[src/rtl/timer_ctrl.sv]
// Timer sequencing controller: prescaler + up-counter with compare, one-shot/periodic, sticky irq/ovr.
// Optional capture port set enabled by defining TIMER_CAPTURE_EN.
module timer_ctrl #(
    parameter int unsigned CNT_W = 16,
    parameter int unsigned PSC_W = 8
) (
    input  logic             clk,
    input  logic             rst,
    input  logic             start,
    input  logic             stop,
    input  logic             mode,
    input  logic [PSC_W-1:0] psc,
    input  logic [CNT_W-1:0] period,
    input  logic             irq_ack,
`ifdef TIMER_CAPTURE_EN
    input  logic             capt,
    output logic [CNT_W-1:0] capt_val,
    output logic             capt_vld,
`endif
    output logic [CNT_W-1:0] cnt,
    output logic             tick,
    output logic             busy,
    output logic             irq,
    output logic             ovr
);

    typedef enum logic {
        IDLE = 1'b0,
        RUN  = 1'b1
    } state_t;

    typedef struct packed {
        logic             mode;
        logic [PSC_W-1:0] psc;
        logic [CNT_W-1:0] period;
    } cfg_t;

    state_t           state, state_nxt;
    cfg_t             cfg, cfg_nxt;
    logic [CNT_W-1:0] cnt_nxt;
    logic [PSC_W-1:0] psc_cnt, psc_cnt_nxt;
    logic             tick_nxt;
    logic             busy_nxt;
    logic             irq_nxt;
    logic             ovr_nxt;
    logic             expiry;

    // State and datapath registers
    always_ff @(posedge clk) begin
        if (rst) begin
            state   <= IDLE;
            cfg     <= '0;
            cnt     <= '0;
            psc_cnt <= '0;
            tick    <= 1'b0;
            busy    <= 1'b0;
            irq     <= 1'b0;
            ovr     <= 1'b0;
        end else begin
            state   <= state_nxt;
            cfg     <= cfg_nxt;
            cnt     <= cnt_nxt;
            psc_cnt <= psc_cnt_nxt;
            tick    <= tick_nxt;
            busy    <= busy_nxt;
            irq     <= irq_nxt;
            ovr     <= ovr_nxt;
        end
    end

    // Next-state, counter sequencing and interrupt logic
    always_comb begin
        state_nxt   = state;
        cfg_nxt     = cfg;
        cnt_nxt     = cnt;
        psc_cnt_nxt = psc_cnt;
        tick_nxt    = 1'b0;
        expiry      = 1'b0;
        irq_nxt     = irq;
        ovr_nxt     = ovr;

        case (state)
            IDLE: begin
                if (start && !stop) begin
                    cfg_nxt.mode   = mode;
                    cfg_nxt.psc    = psc;
                    cfg_nxt.period = period;
                    cnt_nxt        = '0;
                    psc_cnt_nxt    = '0;
                    state_nxt      = RUN;
                end
            end
            RUN: begin
                if (stop) begin
                    state_nxt = IDLE;
                end else if (start) begin
                    cfg_nxt.mode   = mode;
                    cfg_nxt.psc    = psc;
                    cfg_nxt.period = period;
                    cnt_nxt        = '0;
                    psc_cnt_nxt    = '0;
                end else if (psc_cnt == cfg.psc) begin
                    psc_cnt_nxt = '0;
                    tick_nxt    = 1'b1;
                    // Compare before increment so cnt never passes period and cannot wrap
                    if (cnt == cfg.period) begin
                        expiry = 1'b1;
                        if (cfg.mode) begin
                            cnt_nxt = '0;
                        end else begin
                            state_nxt = IDLE;
                        end
                    end else begin
                        cnt_nxt = cnt + CNT_W'(1);
                    end
                end else begin
                    psc_cnt_nxt = psc_cnt + PSC_W'(1);
                end
            end
            default: begin
                state_nxt = IDLE;
            end
        endcase

        // Expiry takes priority over a coincident acknowledge
        if (expiry) begin
            irq_nxt = 1'b1;
            if (irq && !irq_ack) begin
                ovr_nxt = 1'b1;
            end
        end else if (irq_ack && irq) begin
            irq_nxt = 1'b0;
            ovr_nxt = 1'b0;
        end

        busy_nxt = (state_nxt == RUN);
    end

`ifdef TIMER_CAPTURE_EN
    logic             capt_q;
    logic             capt_qq;
    logic             capt_rise;
    logic [CNT_W-1:0] capt_val_nxt;
    logic             capt_vld_nxt;

    // Capture registers: two-stage edge detect, then snapshot of cnt
    always_ff @(posedge clk) begin
        if (rst) begin
            capt_q   <= 1'b0;
            capt_qq  <= 1'b0;
            capt_val <= '0;
            capt_vld <= 1'b0;
        end else begin
            capt_q   <= capt;
            capt_qq  <= capt_q;
            capt_val <= capt_val_nxt;
            capt_vld <= capt_vld_nxt;
        end
    end

    always_comb begin
        capt_val_nxt = capt_val;
        capt_vld_nxt = 1'b0;
        capt_rise    = capt_q && !capt_qq;
        if (capt_rise && busy) begin
            capt_val_nxt = cnt;
            capt_vld_nxt = 1'b1;
        end
    end
`endif

endmodule
[config.mk]
export PLATFORM = sky130hd
export DESIGN_NAME = timer_ctrl
export DESIGN_NICKNAME = d
export VERILOG_FILES = /design/src/rtl/timer_ctrl.sv
export SDC_FILE = /design/constraint.sdc
export NUM_CORES = 1
export LEC_CHECK = 0
export CAP_MARGIN = 20
export CORE_MARGIN = 10
export CORE_UTILIZATION = 35
export CTS_CLUSTER_SIZE = 28
export DETAILED_ROUTE_END_ITERATION = 10
export PLACE_DENSITY = 0.59
export SETUP_SLACK_MARGIN = 0.4
export SLEW_MARGIN = 20
export SYNTH_ARGS = -nofsm -noshare
export SYNTH_HDL_FRONTEND = slang
export SYNTH_SLANG_ARGS = --single-unit
[constraint.sdc]
create_clock -name clk -period 2.4 [get_ports clk]
set_input_delay 0.48 -clock clk [delete_from_list [all_inputs] [get_ports clk]]
set_output_delay 0.48 -clock clk [all_outputs]
set_load 0.03 [all_outputs]
# After elaboration in Yosys (flattened, before gate mapping)
# Index checks and enable logic that the tools add are counted.
# Widths: inputs -> output; s select.
# totals
romBits,0
latchBits,0
ram_bits,0
reg_bits,53
n_memories,0
wordCells,64
input_bits,30
output_inout_bits,20
# classes
muxes,33
n_eq_ne,8
n_mul,0
n_shift,0
n_reduce_logical,11
addsub,2
n_bitwise,1
order_cmp,0
div,0
# op_table
cell,n
$mux 16,6
$mux 25,3
$pmux 25 s2,1
$mux 8,4
$pmux 16 s2,1
$add 16x1->16 const B,1
$eq 16x16->1,1
$mux 1,16
$pmux 8 s2,1
$add 8x1->8 const B,1
$eq 8x8->1,1
$ne 2x2->1 const B,3
$ne 4x4->1 const B,1
$reduce_and 2->1,2
$reduce_and 4->1,1
$reduce_or 4->1,1
$logic_and 1x1->1,3
$ne 3x2->1 const B,1
$reduce_and 3->1,1
$logic_not 1->1,2
$ne 2x1->1 const B,1
$pmux 1 s2,1
$reduce_bool 2->1,1
$not 1->1,1

# Longest topological paths before layout
# Gate-level depths: netlist of the first run.
# depth
depth_word,8
depth_mapped,7
mapped_depth_nobuf,7

# Worst setup path before layout of the first run
# Ideal clock, no wire load.
# synth_path
kind,register to register
start,reg cnt[0]
end,reg cnt[3]
path_stages_with_launch,8
required_time_ps,2283
path_buffers,1
synth_period_minus_slack_ps,1992
setup_ps,117
arrival_ps,1876
path_slack_ps,408
path_cell_list,dfxtp_1 -> xnor2_1 -> nand4_1 -> nor4_2 -> buf_2 -> nor2_2 -> o2bb2ai_1 -> a22o_1
# synth_via
elab_chain_len,6
word_cells_on_any_way,9
classes_between,add/sub: 1; eq/ne: 2; mux: 5; reduce/logical: 1
# synth_lines
item,line,text
start: declaration,20,"output logic [CNT_W-1:0] cnt,"
start signal: assignment,62,cnt <= cnt_nxt;
$add 16x1->16 or $eq 16x16->1 (tied branches),"114, 106",
$mux 16,106,if (cnt == cfg.period) begin
$mux 16,102,end else if (psc_cnt == cfg.psc) begin
$mux 16,96,end else if (start) begin
$mux 16,94,if (stop) begin
$pmux 16 s2,82,case (state)
# Parallel ways exist; a longest one is shown, timed or not. The select of a mux whose other input is x is not followed.
# A chain may end at the register's enable or synchronous reset.

# Worst setup path after layout of the first run
# layout_path
start,reg cnt[13]
end,out cnt[13]
# No word-level cell between the ends.

==> metrics.txt, run 1 <==
TritonCTS clock tree=done; Total Neg Setup Slack=0 ns; Post-Route Utilization=0.465; most frequent cells in the layout=nand2_1 (58), clkdlybuf4s50_1 (43), dfxtp_1 (40), a21oi_1 (37), xnor2_1 (23); global route overflow=0; worst reg2reg startpoint=cnt[6]; top_reg_cell synth=dfxtp_1; Hold Buf Count CTS=0; synth warn=0; overall routing resource usage=0.121; synth-to-layout area growth=30.9%; CP max stage delay=a little over 0.7 ns; multi-input logic area=~1400 um2; Final min period=a little under 2 ns; FMAX=approximately 510 MHz; worst skew pair latency=0.30 ns; Top delay family on crit path=buffers and inverters; Synth Area in Simple Gates=0.248; Syn Nets=approximately 350; slowest CP cell=clkdlybuf4s50_1; vias in the first global route=around 2.3k; CP arrival=around 1.5 ns; worst hold start=cfg[8]; Post-synth EDFFs=0; Comb power frac=0.145; diode count=0; row cnt=31; syn avg cell area=around 8.1 um2; hold depth=2; reg2reg path depth=7; Syn Inst Count=about 320; RSZ-0062 raised after global routing=true; GPL Wtd Cong=0.813; final period utilization=0.815; first-pass GRT wire length=11,300 um; Filler cells=721; Hold Path End=cfg[8]; Nets=between 400 and 500; post-route ant nets=0; post-synthesis adder-cell area fraction=0.00981; I/O pins=50; DRC=0; Vias=between 2k and 2.5k; Synth Area in Compound Gates=0.196; Relative slew margins=0.632; maximum vdd drop=0.000195 V; sequence of cells on the critical path=clkdlybuf4s50_1; WL per Instance=approximately 14 um; Total Die Area=about 11,000 um2; share of layout cells above drive strength 1=0.108; Setup crit end kind=output pin; # H-tree levels=2; register area share after synthesis=0.416; max cap viols=0; Clk network pwr share=0.298; DRT Wirelength=6790 um; switching part of the total=0.254; initial DRC count=between 100 and 150; Critical Path RT=~1.9 ns; Buf/Inv on CP=1; Buffers on Ports=49; distinct cell type count after synthesis=between 40 and 50; P_sw=around 0.42 mW; asr flop ratio synth=0; FF-to-FF End=cnt[3]; cts bufs inserted=5; Final Setup Violations=0; fin. max-slew vios=0; flop2flop setup slack=~0.46 ns; Root Driver=clkbuf_8; Synth Cell Area=roughly 2500 um2; crit path max fanout=5; Pre-antenna DRT Iters=4; largest net degree at the start of global routing=52; starting density of the core=0.355; pwr/cell area=493 nW/um2; Worst-path clk slew=approximately 0.1 ns; Cell Int Power=between 1 and 1.5 mW; DP HPWL=~5000 um; die height=around 110 um; most common cell after layout, fill and taps aside=nand2_1; Max clock buf depth=2; largest family of logic cells by synthesized area=simple AND/OR/NAND/NOR gates; Setup CP Type=reg -> out; sequential cell area=about 1100 um2; initial antenna violation count=0; final hold violation count=0; Pleak=about 1.1 nW; vias per inst=a little over 5; post-synthesis mux area share=0.00393; class of the tightest hold or removal check=reg -> reg; CTS sink cnt=53; Setup crit start kind=register; xor and xnor fraction of the mapped netlist area=0.0824; Worst-Margin Slew=between 0.5 and 0.6 ns; core area=about 7000 um2; Die Wd=roughly 110 um; register bit total from synthesis=53; worst clock skew=between 0.01 and 0.015 ns; sequential power share=0.556; status=finished clean
-- synthesized netlist by cell type, types with 6 or more instances --
library cell,instances,share of area
a21oi_1,37,0.073
o21ai_1,6,0.012
nand2_1,58,0.085
and3_1,8,0.020
xnor2_1,24,0.082
nand2b_1,9,0.022
nand3_1,8,0.016
o21ai_0,6,0.012
dfxtp_1,53,0.42
nor2_1,20,0.029
inv_1,12,0.018
nand4_1,10,0.025
clkbuf_1,10,0.015
-- routing by layer --
| metal | vias up | share of wire | track usage |
|---|---|---|---|
| met1 | 1090 | 0.49 | 0.163 |
| met5 | - | 0 | 0 |
| li1 | 1211 | - | - |
| met2 | 59 | 0.44 | 0.181 |
| met4 | 0 | 0.011 | 0.0510 |
| met3 | 5 | 0.057 | 0.0256 |
-- kinds of logic after synthesis --
logic type      after synthesis
buf+inv                      27
compound gates               78
xor+xnor                     24
fa+ha+maj                     2
flops                        53
mux                           1
simple gates                131
-- final cells by class --
cell class | count | area share
clock buffers | 8 | 0.0240
inverters | 12 | 0.0135
multi-input cells | 236 | 0.424
flip-flops and latches | 53 | 0.323
well taps | 99 | 0.0371
repair buffers | 62 | 0.179
-- metrics by stage --
stage	hold slack [ns]	setup WS [ns]	cells	power [mW]	cell area, um2
2_1_floorplan	0.437	0.408	316	1.07	2550
3_3_place_gp	0.443	0.173	461	1.16	3200
3_5_place_dp	0.453	0.148	461	1.16	3200
4_1_cts	0.467	0.401	469	1.66	3290
5_1_grt	0.491	0.320	470	1.72	3340
6_report	0.468	0.445	470	1.64	3340
-- timing repair --
action                                  CTS  global route
pin swaps                                 0             4
gates resized for setup                  10            14
cloned                                    0             0
endpoints found under the setup margin   19            19
buffers inserted                          0             1
-- registers in the layout, summed over array words and instances, names as in the netlist --
register  cells
cfg          25
cnt          16
irq           1
ovr           1
psc_cnt       8
state         1
tick          1
-- how the worst max path moves through the flow --
stage | start | end | slack, ns | cells after the start
2_1_floorplan | cnt[0] | cnt[3] | 0.41 | 7
3_3_place_gp | start | cnt[8] | 0.17 | 6
3_5_place_dp | start | cnt[0] | 0.15 | 6
4_1_cts | cnt[10] | cnt[10] | 0.40 | 1
5_1_grt | psc_cnt[1] | cnt[9] | 0.32 | 7
6_report | cnt[13] | cnt[13] | 0.44 | 1
-- power groups by stage --
| stage | sequential [mW] | clock, mW | combinational (mW) |
|---|---|---|---|
| 4_1_cts | 0.915 | 0.509 | 0.232 |
| 3_3_place_gp | 0.935 | 0 | 0.224 |
| 2_1_floorplan | 0.935 | 0 | 0.130 |
| 3_5_place_dp | 0.936 | 0 | 0.226 |
| 6_report | 0.915 | 0.491 | 0.239 |
| 5_1_grt | 0.919 | 0.541 | 0.261 |
Power figures use the tool's default switching activity.
==> run 2, diff against run 1 <==
==> constraint.sdc (replaced) <==
create_clock -name clk -period 1.8 [get_ports clk]
set_input_delay 0.36 -clock clk [delete_from_list [all_inputs] [get_ports clk]]
set_output_delay 0.36 -clock clk [all_outputs]
set_load 0.03 [all_outputs]
==> metrics.txt, run 2 (same netlist as run 1, synthesis figures left out) <==
FF-to-FF End=cnt[9] (was cnt[3]); # H-tree levels=2 (unchanged); total power=2.40 mW (was 1.64 mW); worst reg2reg startpoint=cfg[23] (was cnt[6]); Critical Path RT=2.01 ns (was 1.92 ns); Relative slew margins=0.623 (was 0.632); FMAX=538 MHz; max reg flops=25 (unchanged); maximum vdd drop=0.000315 V (was 0.000195 V); Root Driver=clkbuf_8 (unchanged); RSZ-0062 raised after global routing=true (unchanged); TritonCTS clock tree=done (unchanged); hold depth=3 (was 2); row cnt=31 (unchanged); starting density of the core=0.355 (unchanged); Worst-Margin Slew=0.566 ns (was 0.552 ns); vias in the first global route=2,637 (was 2,298); Buf/Inv on CP=1 (unchanged); CP arrival=2.07 ns (was 1.48 ns); worst hold start=rst (was cfg[8]); core area=7180 um2 (unchanged); violated checks=negative setup slack; Cell Int Power=1.78 mW (was 1.23 mW); P_sw=0.616 mW (was 0.417 mW); Nets=457 (was 402); GPL Wtd Cong=0.819 (was 0.813); biggest regs=cfg (25), cnt (16), psc_cnt (8) (unchanged); Max clock buf depth=2 (unchanged); Buffers on Ports=49 (unchanged); diode count=0 (unchanged); cts bufs inserted=5 (unchanged); synth-to-layout area growth=56.9% (was 30.9%); CTS sink cnt=53 (unchanged); worst skew pair latency=0.31 ns (was 0.30 ns); Vias=2,566 (was 2,365); largest net degree at the start of global routing=52 (unchanged); reg2reg path depth=7 (unchanged); Worst-path clk slew=0.10 ns (about the same); DRT Wirelength=7620 um (was 6790 um); Final Setup Violations=7 (was 0); Top delay family on crit path=compound AO/OA/AOI/OAI gates (was buffers and inverters); Die Wd=105 um (unchanged); Most flops, register=cfg (unchanged); global route overflow=0 (unchanged); pwr/cell area=600 nW/um2 (was 493 nW/um2); WL per Instance=14.5 um (was 14.4 um); Clk network pwr share=0.317 (was 0.298); DP HPWL=5400 um (was 5050 um); worst clock skew=0.0105 ns (was 0.0144 ns); Hold Path End=cnt[9] (was cfg[8]); crit path max fanout=20 (was 5); switching part of the total=0.257 (was 0.254); Hold Buf Count CTS=0 (unchanged); worst setup margin=-0.0594 ns (was 0.445 ns); post-route ant nets=0 (unchanged); Pleak=1.51 nW (was 1.15 nW); sequence of cells on the critical path=xnor2_2, nand4_1, o41ai_2, a21boi_2, buf_12, o21ai_1, a32o_1 (was clkdlybuf4s50_1); Total Die Area=11,100 um2 (unchanged); max cap viols=0 (unchanged); slowest CP cell=dfxtp_2 (was clkdlybuf4s50_1); first-pass GRT wire length=12,500 um (was 11,300 um); most frequent cells in the layout=buf_4 (58), nand2_1 (57), a21oi_1 (35), clkdlybuf4s50_1 (28), dfxtp_1 (26) (was nand2_1 (58), clkdlybuf4s50_1 (43), dfxtp_1 (40), a21oi_1 (37), xnor2_1 (23)); flop2flop setup slack=-0.06 ns (was 0.46 ns); Final min period=~1.9 ns; initial DRC count=103 (was 138); most common cell after layout, fill and taps aside=buf_4 (was nand2_1); fin. max-slew vios=0 (unchanged); die height=105 um (unchanged); overall routing resource usage=0.133 (was 0.121); Setup crit start kind=register (unchanged); DRC=0 (unchanged); final period utilization=1.03; share of layout cells above drive strength 1=0.376 (was 0.108); initial antenna violation count=0 (unchanged); Pre-antenna DRT Iters=4 (unchanged); status=complete, but fails checks (was finished clean); I/O pins=50 (unchanged); CP max stage delay=0.34 ns (was 0.72 ns); Comb power frac=0.182 (was 0.145); final hold violation count=0 (unchanged); class of the tightest hold or removal check=in -> reg (was reg -> reg); Setup CP Type=reg -> reg (was reg -> out); vias per inst=4.89 (was 5.03); sequential power share=0.501 (was 0.556); Setup crit end kind=register (was output pin); final hold slack=0.439 ns (was 0.468 ns)
-- run 2: cell types whose count changed in the layout (fill, tap and decap cells not counted), sizes merged --
cell           previous run  this run
clkbuf                    8        16
clkinv                    0         1
clkdlybuf4s50            43        28
clkdlybuf4s15             0         3
dlymetal6s2s              1         0
buf                      14        77
dlygate4sd2               4         0
-- run 2: how the worst max path moves through the flow --
stage                 start      end  slack (ns)  depth (start not counted)
floorplan            cnt[2]   cnt[9]        0.07                          7
global placement       stop  cnt[10]       -0.20                          6
detailed placement     stop   cnt[9]       -0.23                          6
CTS                 cfg[23]   cnt[9]       -0.07                          7
global route        cfg[23]  cnt[10]       -0.17                          7
finish              cfg[23]   cnt[9]       -0.06                          7
-- run 2: area by class of cell --
class	count	area [um2]
fillers	690	3170
clock buffers	7	97.6
well taps	99	124
repair buffers	117	1010
flip-flops and latches	53	1130
clock inverters	1	8.76
inverters	12	45.0
multi-input cells	236	1580
-- run 2: repair_timing --
| item | 4_1_cts | 5_1_grt |
|---|---|---|
| setup buffers | 10 | 3 |
| pin swaps | 4 | 14 |
| resized for setup | 100 | 62 |
| gates cloned | 0 | 1 |
| endpoints found under the setup margin | 47 | 65 |
-- run 2: worst register-to-register path: stages, from the launching register on --
cell	delay, ns
dfxtp_2	0.34
xnor2_2	0.17
nand4_1	0.16
o41ai_2	0.34
a21boi_2	0.26
buf_12	0.17
o21ai_1	0.08
a32o_1	0.24
-- run 2: power by group through the flow --
stage / clock network [mW] / logic [mW] / registers (mW)
2_1_floorplan: 0 / 0.188 / 1.23
3_3_place_gp: 0 / 0.334 / 1.23
3_5_place_dp: 0 / 0.338 / 1.23
4_1_cts: 0.785 / 0.381 / 1.20
5_1_grt: 0.829 / 0.479 / 1.21
6_report: 0.761 / 0.438 / 1.20
-- run 2: metal layers --
metal,up-vias,share of wire,GRT usage
li1,1324,-,-
met2,51,0.46,0.208
met4,0,0.0075,0.0304
met1,1187,0.49,0.179
met5,-,0,0
met3,4,0.048,0.0329
-- run 2: through the flow --
stage	cell area [um2]	TNS [ns]	cells	worst slack (ns)	utilization
6_report	4000	-0.234	525	-0.0594	0.558
5_1_grt	4000	-1.73	525	-0.166	0.558
4_1_cts	3800	-0.313	521	-0.0729	0.530
3_5_place_dp	3600	-3.85	503	-0.232	0.501
3_3_place_gp	3600	-3.25	503	-0.200	0.501
2_1_floorplan	2640	0	316	0.0711	-
==> run 3, diff against run 2 <==
--- a/config.mk
+++ b/config.mk
@@ -12,7 +12,7 @@
 export DETAILED_ROUTE_END_ITERATION = 10
 export PLACE_DENSITY = 0.59
 export SETUP_SLACK_MARGIN = 0.4
-export SLEW_MARGIN = 20
+export SLEW_MARGIN = 10
 export SYNTH_ARGS = -nofsm -noshare
 export SYNTH_HDL_FRONTEND = slang
 export SYNTH_SLANG_ARGS = --single-unit
==> results of run 3 <==
Same layout as run 2: the final DEF is identical, and so are final timing and power.
